$ cat src/rtl/guia_05_pkg.sv
// Shared constants for the guia 05 serial comparator exercises.
package guia_05_pkg;

  // FSM state encoding, kept as plain constants for legacy tools.
  localparam logic [1:0] IDLE = 2'd0;
  localparam logic [1:0] SCAN = 2'd1;
  localparam logic [1:0] DONE = 2'd2;

  // Default operand width in bits.
  localparam int unsigned GUIA05_N = 4;

endpackage

$ cat src/rtl/bit_gt_cell.sv
// Single-bit "a AND NOT b" cell built from two NOR gates.
module bit_gt_cell (
  input  logic a_i,
  input  logic b_i,
  output logic s_o
);

  logic not_a;

  // NOR with tied inputs acts as the inverter; second NOR gives ~(~a | b) = a & ~b.
  assign not_a = ~(a_i | a_i);
  assign s_o   = ~(not_a | b_i);

endmodule

$ cat src/rtl/guia_0502_serial_cmp.sv
// Serial MSB-first magnitude comparator: one bit of each operand per accepted cycle,
// first differing bit decides, result reported with a one-cycle done pulse after N bits.
module guia_0502_serial_cmp
  import guia_05_pkg::*;
#(
  parameter int unsigned N = GUIA05_N
) (
  input  logic clk,
  input  logic rst,
  input  logic start,
  input  logic bit_valid,
  input  logic a_bit,
  input  logic b_bit,
  output logic busy,
  output logic done,
  output logic gt,
  output logic lt,
  output logic eq
);

  localparam int unsigned CntW = $clog2(N);
  localparam logic [CntW-1:0] LastCnt = CntW'(N - 1);

  logic [1:0]      state_q, state_d;
  logic [CntW-1:0] cnt_q, cnt_d;
  logic            gt_q, gt_d;
  logic            lt_q, lt_d;
  logic            eq_q, eq_d;
  logic            busy_q, done_q;
  logic            g, l;

  // Per-bit greater-than in both directions.
  bit_gt_cell u_cell_gt (
    .a_i (a_bit),
    .b_i (b_bit),
    .s_o (g)
  );

  bit_gt_cell u_cell_lt (
    .a_i (b_bit),
    .b_i (a_bit),
    .s_o (l)
  );

  // Next-state logic for the FSM, bit counter and result flags.
  always_comb begin
    state_d = state_q;
    cnt_d   = cnt_q;
    gt_d    = gt_q;
    lt_d    = lt_q;
    eq_d    = eq_q;
    case (state_q)
      IDLE: begin
        if (start) begin
          state_d = SCAN;
          cnt_d   = '0;
          gt_d    = 1'b0;
          lt_d    = 1'b0;
          eq_d    = 1'b0;
        end
      end
      SCAN: begin
        if (bit_valid) begin
          // Flags freeze once any bit has differed.
          if (!gt_q && !lt_q) begin
            gt_d = g;
            lt_d = l;
          end
          if (cnt_q == LastCnt) begin
            state_d = DONE;
            eq_d    = ~(gt_q | g) & ~(lt_q | l);
          end else begin
            cnt_d = cnt_q + CntW'(1);
          end
        end
      end
      DONE:    state_d = IDLE;
      default: state_d = IDLE;
    endcase
  end

  // State and output registers with synchronous reset.
  always_ff @(posedge clk) begin
    if (rst) begin
      state_q <= IDLE;
      cnt_q   <= '0;
      gt_q    <= 1'b0;
      lt_q    <= 1'b0;
      eq_q    <= 1'b0;
      busy_q  <= 1'b0;
      done_q  <= 1'b0;
    end else begin
      state_q <= state_d;
      cnt_q   <= cnt_d;
      gt_q    <= gt_d;
      lt_q    <= lt_d;
      eq_q    <= eq_d;
      busy_q  <= (state_d == SCAN);
      done_q  <= (state_d == DONE);
    end
  end

  assign busy = busy_q;
  assign done = done_q;
  assign gt   = gt_q;
  assign lt   = lt_q;
  assign eq   = eq_q;

endmodule

$ cat config.mk
export PLATFORM = sky130hd
export DESIGN_NAME = guia_0502_serial_cmp
export DESIGN_NICKNAME = d
export VERILOG_FILES = /design/src/rtl/guia_05_pkg.sv /design/src/rtl/bit_gt_cell.sv /design/src/rtl/guia_0502_serial_cmp.sv
export SDC_FILE = /design/constraint.sdc
export NUM_CORES = 1
export LEC_CHECK = 0
export CAP_MARGIN = 20
export CORE_AREA = 10 10 47 49
export DETAILED_ROUTE_END_ITERATION = 16
export DIE_AREA = 0 0 57 59
export GPL_ROUTABILITY_DRIVEN = 1
export RECOVER_POWER = 100
export SYNTH_ARGS = -nofsm -noshare
export SYNTH_HDL_FRONTEND = slang
export SYNTH_SLANG_ARGS = --single-unit
$ cat constraint.sdc
create_clock -name clk -period 1.95 [get_ports clk]
set_input_delay 0.2925 -clock clk [delete_from_list [all_inputs] [get_ports clk]]
set_output_delay 0.2925 -clock clk [all_outputs]
set_load 0.02 [all_outputs]
==> run metrics <==
status=completed; CTS tree=yes; #FFs+latches synth=9; max incr delay on CP=680 ps; peak supply drop=0.000329 V; ANT nets after route=0; sequential area share after synthesis=45.7%; hold_ws=468 ps; Yosys warning count=0; # IOs=11; Worst setup EP type=primary output; Routed Wire Length=863 um; Slew Limit Fails=0; crit path DAT=1300 ps; Die W=57 um; ANT cells=0; cts repair resizes=0; RSZ-0062 raised after global routing=no; P_leak=0.000218 uW; number of max-cap violations=0; Clock Skews=2.19 ps; DR iter-0 viols=3; Clock Latency Late Sink=270 ps; Cell Chain, Critical Path=dlygate4sd3_1; # hold bufs at CTS=0; TritonRoute pass-1 iters=3; share of cells above drive strength 1=11.3%; CP bufs+invs=1; Avg Inst Size Synth=9.85 um2; fin nets=61; Clock transition at path regs=60 ps; die area=3360 um2; via count=345; setup violators final=0; Power Dens Cells=723 nW/um2; Synth cell types=21; Yosys top cell area share=45.7%; worst hold path class=reg2reg; commonest non-fill, non-tap cells in the layout=dfxtp_1, dlygate4sd3_1, nand2b_1; row cnt=14; setup TNS=0 ps; main area contributors after synthesis=dfxtp_1, nand2b_1, and4_2, o211a_1, o2bb2ai_1; setup bufs post-CTS=0; Clock Tree Buf Depth=2; crit share post-route=81.7%; max frequency=628 MHz; via count of the first global-routing pass=346; root buf cell=clkbuf_4; WP data required=1660 ps; Min-Delay Endpoint=eq; leading cell type in the layout, fill and taps excluded=dfxtp_1; syn_nets=47; IO buf count=10; placeable core region=1400 um2; die height=59 um; actual slew at the worst max-slew pin=348 ps; Reg2Reg Setup Slack=580 ps; CP delay by family, top=buffers and inverters; H-tree lvl count=1; Synth Instances=40; CP Class=reg2out; worst r2r src=cnt_q[0]; Final min period=1590 ps; GPL Wtd Cong=0.787; initial antenna violation count=0; synthesized cell area=394 um2; final hold viol count=0; total gr overflow=0; DR WL/cell=12.5 um; CTS Buf Count=3; worst r2r dst=cnt_q[0]; vias per cell=5.00; Clock Sinks=9; Initial Util=28.1%; total track usage=5.32%; hold path cells=2; largest net degree at the start of global routing=12; worst-path fanout max=3; fillers=155; first-pass GRT wire length=1350 um; type of origin of the critical path=flip-flop; normalized max-slew margin=76.7%; synthesis-to-layout area growth=35.9%; Reg2Reg Depth=4; drt drc=0; Hold Path Origin=eq; post-synth top area cell=dfxtp_1; slowest cell on the critical path=dlygate4sd3_1
[worst reg2reg max path: cells and delay by family (launching register included)]
kind,cells,cell delay [ps]
AO/OA/AOI/OAI,1,160
adder cells (fa/ha/maj),1,250
flip-flops,1,330
AND/OR/NAND/NOR,2,560
[logic make-up (layout without fill, tap and decap cells)]
group                      after synthesis  count (layout)  synth area share, %
and+or+nand+nor                         17              17                 26.7
adders and majority gates                1               1                 3.17
AOI/OAI and AO/OA                       10              10                 19.7
muxes                                    1               1                 2.54
DFF                                      9               9                 45.7
buffers and inverters                    2              15                 2.22
[worst max-delay path by stage]
stage          startpoint  cells after the start  slack (ps)  endpoint
2_1_floorplan    cnt_q[0]                      4         710  cnt_q[0]
3_3_place_gp    bit_valid                      4         380  cnt_q[0]
3_5_place_dp    bit_valid                      4         370  cnt_q[0]
4_1_cts                lt                      1         410        lt
5_1_grt                gt                      1         300        gt
6_report               lt                      1         360        lt
[synth_stat cells]
cell type and instances:
inv_1 1, dfxtp_1 9, nand2b_1 5, buf_2 1
and4_2 2, nand2_1 1, nor2_1 2, o22ai_1 1
nand3_1 2, o211a_1 2, o21ba_2 1, o2bb2ai_1 2
a21oi_1 2, a31oi_1 1, nand3b_1 1, nand4_1 2
ha_1 1, o211ai_1 1, nor2b_1 1, mux2i_1 1
or3_1 1
[registers in the layout, indices dropped and copies added, names as in the netlist]
signal	count
state_q	2
lt	1
cnt_q	2
busy	1
done	1
gt	1
eq	1
[final cells by class]
type / instances / area, um2 / area share [%]
Multi-Input combinational cell: 29 / 205 / 38.3
Sequential cell: 9 / 180 / 33.6
Timing Repair Buffer: 10 / 100 / 18.7
Clock buffer: 4 / 26.3 / 4.91
Tap cell: 16 / 20.0 / 3.74
Inverter: 1 / 3.75 / 0.701
[report_power, final]
group	internal [uW]	total, uW	switching, uW	leakage [uW]
combinational	24.6	44.7	20.1	0.000129
sequential	190	196	6.20	0.0000734
clock	79.0	147	67.7	0.0000150
[layer usage]
layer	vias to the layer above	global-route usage [%]	share of wire, %
li1	176	-	-
met1	153	4.76	45
met2	12	7.75	40
met3	4	3.86	12
met4	0	5.03	2.4
met5	-	0	0
[per-stage QoR]
step | total power, uW | cell area, um2 | utilization, % | setup slack [ps] | instances
global route | 402 | 536 | 38.2 | 297 | 69
finish | 387 | 536 | 38.2 | 357 | 69
floorplan | 224 | 394 | - | 708 | 40
CTS | 391 | 536 | 38.2 | 408 | 69
detailed placement | 246 | 509 | 36.3 | 371 | 65
global placement | 246 | 509 | 36.3 | 378 | 65
No activity file was read; power rests on OpenSTA's default activity.
